$ cat src/rtl/seg_serial_tx.sv
// rtl/seg_serial_tx.sv - serial frame transmitter for an eight-digit seven-segment shift-register chain
//
// Purpose:
//   Captures an eight-digit hex value, per-digit decimal points, per-digit blink enables
//   and the current blink phase into shadow registers. It then shifts a 64-bit active-low
//   segment frame (digit 7 first, each byte MSB first) out on seg_clk/seg_dat, and closes
//   the frame with a storage-register latch pulse.
//
// Parameters:
//   CLK_DIV  half-period of seg_clk in clk cycles (1..255)
//   BLINK_W  width of the free-running blink counter; its MSB is the blink phase
//
// Ports:
//   clk        system clock, rising-edge active
//   rst        asynchronous active-low reset
//   start      frame request, sampled only while idle
//   Disp_num   eight hex digits, digit i = Disp_num[4i+3:4i]
//   LE         per-digit blink enable
//   point      per-digit decimal point, 1 = lit
//   seg_clk    serial shift clock
//   seg_dat    serial data, stable while seg_clk is high
//   seg_latch  storage-register latch pulse (CLK_DIV cycles)
//   busy       high from frame capture until the latch pulse ends
//   done       one-cycle pulse as the frame completes
module seg_serial_tx #(
    parameter int CLK_DIV = 2,
    parameter int BLINK_W = 25
) (
    input  logic        clk,
    input  logic        rst,
    input  logic        start,
    input  logic [31:0] Disp_num,
    input  logic [7:0]  LE,
    input  logic [7:0]  point,
    output logic        seg_clk,
    output logic        seg_dat,
    output logic        seg_latch,
    output logic        busy,
    output logic        done
);

    localparam logic [1:0] ST_IDLE  = 2'd0;
    localparam logic [1:0] ST_SHIFT = 2'd1;
    localparam logic [1:0] ST_LATCH = 2'd2;

    localparam logic [7:0] DIV_LAST = 8'(CLK_DIV - 1);
    localparam logic [5:0] BIT_LAST = 6'd63;

    // Segment pattern {g,f,e,d,c,b,a}, active-low; the dp bit is added separately.
    function automatic logic [6:0] hex_seg(input logic [3:0] nib);
        logic [6:0] s;
        case (nib)
            4'h0: s = 7'h40;
            4'h1: s = 7'h79;
            4'h2: s = 7'h24;
            4'h3: s = 7'h30;
            4'h4: s = 7'h19;
            4'h5: s = 7'h12;
            4'h6: s = 7'h02;
            4'h7: s = 7'h78;
            4'h8: s = 7'h00;
            4'h9: s = 7'h10;
            4'hA: s = 7'h08;
            4'hB: s = 7'h03;
            4'hC: s = 7'h46;
            4'hD: s = 7'h21;
            4'hE: s = 7'h06;
            default: s = 7'h0E;
        endcase
        return s;
    endfunction

    // Full frame; byte i holds digit i so bit 63 is the first bit on the wire.
    function automatic logic [63:0] build_frame(
        input logic [31:0] num,
        input logic [7:0]  le,
        input logic [7:0]  dp,
        input logic        blink
    );
        logic [63:0] f;
        f = '0;
        for (int i = 0; i < 8; i++) begin
            if (le[i] && blink) begin
                f[8*i +: 8] = 8'hFF;
            end else begin
                f[8*i +: 8] = {~dp[i], hex_seg(num[4*i +: 4])};
            end
        end
        return f;
    endfunction

    logic [1:0]         state_q, state_d;
    logic [5:0]         bit_cnt_q, bit_cnt_d;
    logic [7:0]         div_q, div_d;
    logic [BLINK_W-1:0] blink_q, blink_d;
    logic [31:0]        disp_q, disp_d;
    logic [7:0]         le_q, le_d;
    logic [7:0]         point_q, point_d;
    logic               phase_q, phase_d;
    logic               seg_clk_q, seg_clk_d;
    logic               seg_dat_q, seg_dat_d;
    logic               seg_latch_q, seg_latch_d;
    logic               busy_q, busy_d;
    logic               done_q, done_d;

    logic [63:0]        shadow_frame;
    logic               blink_phase;
    logic               cap_first_bit;
    logic               div_end;
    logic [5:0]         bit_nxt;

    assign blink_phase  = blink_q[BLINK_W-1];
    assign shadow_frame = build_frame(disp_q, le_q, point_q, phase_q);
    assign div_end      = (div_q == DIV_LAST);
    assign bit_nxt      = bit_cnt_q + 6'd1;

    // The first bit on the wire is digit 7's dp bit, or 1 when digit 7 is blanked.
    // It must come straight from the inputs because the shadow registers load
    // on the same edge that drives it out.
    assign cap_first_bit = (LE[7] & blink_phase) | ~point[7];

    always_comb begin
        state_d     = state_q;
        bit_cnt_d   = bit_cnt_q;
        div_d       = div_q;
        blink_d     = blink_q + BLINK_W'(1);
        disp_d      = disp_q;
        le_d        = le_q;
        point_d     = point_q;
        phase_d     = phase_q;
        seg_clk_d   = seg_clk_q;
        seg_dat_d   = seg_dat_q;
        seg_latch_d = seg_latch_q;
        busy_d      = busy_q;
        done_d      = 1'b0;

        case (state_q)
            ST_IDLE: begin
                seg_clk_d   = 1'b0;
                seg_dat_d   = 1'b0;
                seg_latch_d = 1'b0;
                busy_d      = 1'b0;
                if (start) begin
                    disp_d    = Disp_num;
                    le_d      = LE;
                    point_d   = point;
                    phase_d   = blink_phase;
                    state_d   = ST_SHIFT;
                    bit_cnt_d = 6'd0;
                    div_d     = 8'd0;
                    seg_dat_d = cap_first_bit;
                    busy_d    = 1'b1;
                end
            end

            ST_SHIFT: begin
                if (div_end) begin
                    div_d = 8'd0;
                    if (!seg_clk_q) begin
                        seg_clk_d = 1'b1;
                    end else if (bit_cnt_q == BIT_LAST) begin
                        state_d     = ST_LATCH;
                        seg_clk_d   = 1'b0;
                        seg_dat_d   = 1'b0;
                        seg_latch_d = 1'b1;
                    end else begin
                        // Data changes only as seg_clk falls, so it is stable across the high phase.
                        bit_cnt_d = bit_nxt;
                        seg_clk_d = 1'b0;
                        seg_dat_d = shadow_frame[BIT_LAST - bit_nxt];
                    end
                end else begin
                    div_d = div_q + 8'd1;
                end
            end

            ST_LATCH: begin
                if (div_end) begin
                    div_d       = 8'd0;
                    state_d     = ST_IDLE;
                    seg_latch_d = 1'b0;
                    busy_d      = 1'b0;
                    done_d      = 1'b1;
                end else begin
                    div_d = div_q + 8'd1;
                end
            end

            default: begin
                state_d     = ST_IDLE;
                div_d       = 8'd0;
                bit_cnt_d   = 6'd0;
                seg_clk_d   = 1'b0;
                seg_dat_d   = 1'b0;
                seg_latch_d = 1'b0;
                busy_d      = 1'b0;
            end
        endcase
    end

    always_ff @(posedge clk or negedge rst) begin
        if (!rst) begin
            state_q     <= ST_IDLE;
            bit_cnt_q   <= '0;
            div_q       <= '0;
            blink_q     <= '0;
            disp_q      <= '0;
            le_q        <= '0;
            point_q     <= '0;
            phase_q     <= 1'b0;
            seg_clk_q   <= 1'b0;
            seg_dat_q   <= 1'b0;
            seg_latch_q <= 1'b0;
            busy_q      <= 1'b0;
            done_q      <= 1'b0;
        end else begin
            state_q     <= state_d;
            bit_cnt_q   <= bit_cnt_d;
            div_q       <= div_d;
            blink_q     <= blink_d;
            disp_q      <= disp_d;
            le_q        <= le_d;
            point_q     <= point_d;
            phase_q     <= phase_d;
            seg_clk_q   <= seg_clk_d;
            seg_dat_q   <= seg_dat_d;
            seg_latch_q <= seg_latch_d;
            busy_q      <= busy_d;
            done_q      <= done_d;
        end
    end

    assign seg_clk   = seg_clk_q;
    assign seg_dat   = seg_dat_q;
    assign seg_latch = seg_latch_q;
    assign busy      = busy_q;
    assign done      = done_q;

endmodule
$ cat config.mk
export PLATFORM = sky130hd
export DESIGN_NAME = seg_serial_tx
export DESIGN_NICKNAME = d
export VERILOG_FILES = /design/src/rtl/seg_serial_tx.sv
export SDC_FILE = /design/constraint.sdc
export NUM_CORES = 1
export LEC_CHECK = 0
export CAP_MARGIN = 20
export CORE_MARGIN = 2
export CORE_UTILIZATION = 53
export CTS_CLUSTER_DIAMETER = 120
export DETAILED_ROUTE_END_ITERATION = 6
export HOLD_SLACK_MARGIN = 0.1
export PLACE_DENSITY = 0.83
export SETUP_SLACK_MARGIN = 0.2
export SLEW_MARGIN = 20
export SYNTH_ARGS = -nofsm -noshare
export SYNTH_HDL_FRONTEND = slang
export SYNTH_SLANG_ARGS = --single-unit
$ cat constraint.sdc
create_clock -name clk -period 2.2 [get_ports clk]
set_input_delay 0.22 -clock clk [delete_from_list [all_inputs] [get_ports clk]]
set_output_delay 0.22 -clock clk [all_outputs]
set_load 0.02 [all_outputs]
# Word level (Yosys, flattened, before mapping)
# Memory sizes are Yosys's and may differ from the RTL's.
# Index checks and enable logic that the tools add are counted.
# totals
n_memories,8
regBits,95
word_cells,107
input_bits,51
output_inout_bits,5
romBits,896
# memory_table
memory,depth,width,read_ports,rd_ports_with_merged_regs,wr,line,text
(name not given),16,7,1,0,0,52,case (nib)
(name not given),16,7,1,0,0,52,
(name not given),16,7,1,0,0,52,
(name not given),16,7,1,0,0,52,
(name not given),16,7,1,0,0,52,
(name not given),16,7,1,0,0,52,
+2 memories,--,--,--,--,--,--,
# op_classes
n_addsub,4
n_eq_ne,10
n_bitwise,13
n_mux,41
order_cmp,1
reduce_logical,17
# ops
cell,count
8-bit two-way mux,10
"25-bit by 1-bit adder with 25-bit output, second input constant",1
6-bit two-way mux,4
6-bit case mux with 3 select lines,1
8-bit case mux with 2 select lines,1
1-bit two-way mux,14
"2-bit != test, second input constant",6
1-bit NOT,11
2-bit two-way mux,5
5-bit AND reduction,2
"8-bit by 1-bit adder with 8-bit output, second input constant",1
"8-bit by 1-bit equality test with 1-bit output, second input constant",1
1-bit logical AND,8
"6-bit by 7-bit less-than comparator with 1-bit output, second input constant",1
"6-bit by 1-bit adder with 6-bit output, second input constant",1
1-bit binary-select mux with 6-bit select,1
"6-bit equality test, second input constant",1
1-bit case mux with 3 select lines,2
2-bit case mux with 3 select lines,1
2-bit AND reduction,3
"6-bit subtractor, first input constant",1
1-bit case mux with 2 select lines,2
4-bit AND reduction,1
3-bit AND reduction,1
6 further kinds,6

# Depth between registers and ports, before layout
# depth
word_depth,8
depth_mapped,10
depth_no_buf,9

# Worst setup path after synthesis
# Ideal clock, no wire load.
# synth_path
kind,register to register
startpoint,reg disp_q[20]
endpoint,"reg seg_dat_q, in the netlist seg_dat"
arrival_ps,2072
synth_period_minus_slack_ps,2199
setup_ps,127
required_ps,2073
slack_ps,1
path_buffers,0
stages_incl_launch_ff,10
path_cell_list,dfrtp_1 -> inv_1 -> ha_1 -> inv_1 -> mux4_2 -> nor2_1 -> a21oi_1 -> a2111o_1 -> a31oi_1 -> a22oi_2
# synth_via
elab_chain_len,8
# synth_rtl
element,line,text
"start, declared",96,"logic [31:0] disp_q, disp_d;"
"start signal, assigned",221,disp_q <= disp_d;
memory 16 x 7 bit,--,
8-bit two-way mux,83,if (le[i] && blink) begin
1-bit binary-select mux with 6-bit select,170,seg_dat_d = shadow_frame[BIT_LAST - bit_nxt];
1-bit two-way mux (not written as such),170,
1-bit two-way mux,161,end else if (bit_cnt_q == BIT_LAST) begin
1-bit two-way mux,159,if (!seg_clk_q) begin
1-bit two-way mux,157,if (div_end) begin
1-bit case mux with 3 select lines,137,case (state_q)
"end signal, assigned",226,seg_dat_q <= seg_dat_d;
"end, declared",101,"logic seg_dat_q, seg_dat_d;"
# Every way passes these cells. The select of a mux whose other input is x is not followed.
# A chain may end at the register's enable or synchronous reset.

# Worst setup path in the final report
# layout_path
startpoint,reg bit_cnt_q[0]
endpoint,"reg seg_dat_q, in the netlist seg_dat"
# layout_via
elab_chain_len,8
word_cells_on_any_way,9
cone_classes,add/sub: 2; eq/ne: 1; mux: 6
# layout_rtl
element,line,text
"start, declared",93,"logic [5:0] bit_cnt_q, bit_cnt_d;"
"start signal, assigned",218,bit_cnt_q <= bit_cnt_d;
6-bit by 1-bit adder with 6-bit output,115,assign bit_nxt = bit_cnt_q + 6'd1;
6-bit subtractor,170,
1-bit binary-select mux with 6-bit select,170,
1-bit two-way mux (not written as such),170,
1-bit two-way mux *,161,
1-bit two-way mux *,159,
1-bit two-way mux *,157,
1-bit case mux with 3 select lines *,137,
# Every way passes the cells marked *; elsewhere a longest branch is shown, timed or not. The select of a mux whose other input is x is not followed.

==> run_results.csv <==
group,metric,value,unit
cts,cts_root_buf,"clkbuf_16",
critical_path,critPathSlowestCell,"or4b_4",
final_layout,fin_nets,891,
critical_path,start_kind,"flip-flop",
final_layout,drive_gt1_share,26.2,%
cts,cts_num_sinks,95,
outcome,outcome,"complete, but fails checks",
critical_path,r2r_slack,-0.06,ns
synthesis,ys_seq_elements,95,
floorplan,die-area,13400,um^2
detailed_routing,viasPerCell,5.81,
synthesis,ys.flop_type,"dfrtp_1",
sta,grt_setup_unrepaired,"true",
synthesis,synth_top_family_by_area,"compound AO/OA/AOI/OAI gates",
sta,setup_viol,1,
cts,clk_latency,0.35,ns
final_layout,layout_commonest_cell,"dfrtp_1",
placed_design,dpl_cell_area,7710,um^2
detailed_routing,dr.pass1.iters,5,
detailed_routing,wl_per_cell,16.7,um
critical_path,r2r-start,"bit_cnt_q[0]$_DFFE_PN0P_",
floorplan,dieWidth,116,um
detailed_routing,drt_iter0_drc,285,
global_route,grt_pass1_wl,26.4,mm
detailed_routing,drtAntennaViolNets,0,
cts,clk_pin_slew,0.07,ns
flow_run,maxCapViolCount,0,
critical_path,max_stage_delay,0.49,ns
floorplan,initial_utilization,54.7,%
synthesis,synth_compound_gate_area_share,15.8,%
global_route,grt_usage,24.6,%
placed_design,gp_congestion,0.922,
final_layout,diodes,0,
synthesis,yosys.area_share.simple,12.7,%
outcome,violations,"negative setup slack",
synthesis,synth_edf_count,0,
synthesis,synth_cell_types,61,
critical_path,r2r-end,"seg_dat$_DFFE_PN0P_",
synthesis,synthMuxAreaShare,14.2,%
final_layout,final_area,8360,um^2
synthesis,synth_adder_area_share,12.1,%
detailed_routing,drt-total-wl,15.8,mm
sta,finalSetupTns,-0.0633,ns
pwr,p_leak,3.73,nW
global_route,antenna_found_initial,0,
detailed_routing,drc_errors,0,
synthesis,syn_area_per_cell,9.85,um^2
critical_path,endpoint,"seg_dat$_DFFE_PN0P_",
cts,cts_tree,"yes",
floorplan,pin_count,56,
critical_path,worst_setup_path_end_kind,"flip-flop",
sta,postLayoutSetupSlackWorst,-0.0633,ns
sta,post-route-min-period,2.26,ns
floorplan,die_h,116,um
global_route,grt_pass1_vias,5450,
synthesis,netlist_area,6630,um^2
synthesis,syn-num-nets,787,
synthesis,yosysWarnings,0,
sta,max_slew_margin,59.7,%
synthesis,syn_inst,673,
sta,fin_skew,0.00502,ns
detailed_routing,num_vias,5523,
min_path,min_path_type,"input pin to asynchronous set/reset pin",
sta,fin_crit_sh,103,%
placed_design,dpl.cell_count,920,
final_layout,syn_to_final_growth,26.1,%
pwr,powerDensity,422,nW/um^2
global_route,grt_overflow_total,0,
final_layout,fill_cells,898,
sta,worstMarginPinSlew,0.604,ns
synthesis,yosysSeqAreaShare,35.9,%
floorplan,num_rows,40,
critical_path,required,2.48,ns
placed_design,hpwl,11.3,mm
cts,cts_htree_levels,3,
critical_path,criticalPathCategory,"flip-flop to flip-flop",
synthesis,async_flop_share,100,%
placed_design,port_buffers,55,
critical_path,cp_cell_sequence,"ha_4, inv_2, o41ai_4, a31oi_1, a211o_1, o211ai_1, or4b_4, a22oi_2",
sta,finalMaxSlewViolations,0,
critical_path,critPathMaxFanout,6,
synthesis,synthXorXnorAreaFrac,5.00,%
final_layout,layout_common_cells,"91 x dfrtp_1, 70 x buf_4, 60 x mux2_2, 57 x nand2_1, 56 x ha_1",
global_route,grt_max_degree,50,
sta,max_freq,0.442,GHz
cts,cts_buffers,9,
pwr,ir_drop,0.322,mV
critical_path,arrival,2.54,ns
critical_path,cp-startpoint,"bit_cnt_q[0]$_DFFE_PN0P_",
sta,final_hold_viol_count,0,
sta,whs,0.408,ns
floorplan,core,12100,um^2
final_layout,layout.cells.non_filler,950,
cts,clockBufferDepth,2,
critical_path,r2r_cells,8,
[area by class of cell]
cell class,instances,area [um^2],area share [%]
clock inverter,5,61.3,0.733
sequential,95,2380,28.5
inverter,34,128,1.53
multi-input combinational,506,4170,49.9
timing repair buffer,131,1150,13.8
clock buffer,11,253,3.02
tap,168,210,2.51
[cell families (layout without fill, tap and decap cells)]
family,Yosys count,after routing
AND/OR/NAND/NOR,177,177
AO/OA/AOI/OAI,148,148
flip-flops,95,95
multiplexers,80,80
buffers and inverters,72,181
adder cells (fa/ha/maj),64,64
XOR/XNOR,37,37
[cell usage after synthesis (all sizes together) (2+ instances only)]
cell type / instances / share of area (%)
a21oi: 23 / 1.7
nand2: 59 / 3.3
o211ai: 7 / 0.79
a32o: 2 / 0.30
a211oi: 19 / 2.2
a221o: 2 / 0.30
dfrtp: 95 / 36
o311a: 2 / 0.30
mux2i: 15 / 2.3
o21ai: 31 / 2.3
buf: 19 / 1.5
nor2: 37 / 2.1
o2111ai: 5 / 0.66
mux2: 60 / 10
nor4: 2 / 0.19
or3: 3 / 0.28
xor2: 15 / 2.0
nand4: 7 / 0.66
a32oi: 4 / 0.53
clkbuf: 19 / 1.1
nor2b: 9 / 0.85
o311ai: 3 / 0.40
nand3: 20 / 1.5
and4: 2 / 0.26
mux4: 5 / 1.7
a221oi: 8 / 1.1
a31oi: 7 / 0.66
nor3: 12 / 0.91
xnor2: 22 / 3.0
and3: 12 / 1.1
o31ai: 11 / 1.2
nand2b: 7 / 0.66
a211o: 8 / 1.1
or2: 2 / 0.19
inv: 34 / 1.9
ha: 63 / 12
a2111oi: 4 / 0.53
[metrics by stage]
stage	setup slack [ns]	total power, mW	utilization [%]
global route	-0.164	3.62	69.0
global placement	-0.0431	1.91	63.7
detailed placement	-0.142	1.91	63.7
CTS	-0.0608	3.56	67.3
floorplan	0.0425	1.78	-
finish	-0.0633	3.53	69.0
[metal layers]
layer	GRT usage [%]	up-vias	routed length (um)
met2	42.3	141	8120
met3	3.61	30	633
met5	0	-	0
li1	-	2647	-
met4	7.14	0	297
met1	32.4	2705	6780
[state kept, by name (all words and copies together), names as in the netlist]
signal	cells
disp_q	32
blink_q	25
div_q	8
le_q	8
point_q	8
bit_cnt_q	6
state_q	2
busy	1
done	1
phase_q	1
seg_clk	1
seg_dat	1
seg_latch	1
[power breakdown]
group          total (mW)  leakage [nW]  internal [mW]  switching, mW
combinational       0.133          2.30         0.0833         0.0492
clock                1.65         0.157          0.954          0.696
sequential           1.75          1.27           1.75              0
total                3.53          3.73           2.78          0.745
[worst min-delay path by stage]
stage / start / end / slack [ns] / cells after the start
after floorplan: rst / bit_cnt_q[0]$_DFFE_PN0P_ / -0.08 / 0
after detailed placement: rst / point_q[5]$_DFFE_PN0P_ / 0.27 / 1
after global placement: rst / point_q[5]$_DFFE_PN0P_ / 0.25 / 1
after global routing: rst / point_q[5]$_DFFE_PN0P_ / 0.49 / 2
after CTS: rst / point_q[5]$_DFFE_PN0P_ / 0.44 / 2
final: rst / point_q[5]$_DFFE_PN0P_ / 0.41 / 2
[critical path, delay by kind of cell, from the launching register on]
family                     cells  cell delay (ns)
AOI/OAI and AO/OA              5             0.85
adders and majority gates      1             0.33
buffers and inverters          1             0.08
DFF                            1             0.44
and+or+nand+nor                1             0.49
[repair_timing]
action / 4_1_cts / 5_1_grt
hold endpoints to repair: 41 / 0
hold buffers: 1 / 0
pin swaps: 9 / 17
setup endpoints to repair: 10 / 16
resized for setup: 13 / 40
gates cloned: 0 / 1
setup buffers: 5 / 7
(Power assumes the default switching activity.)
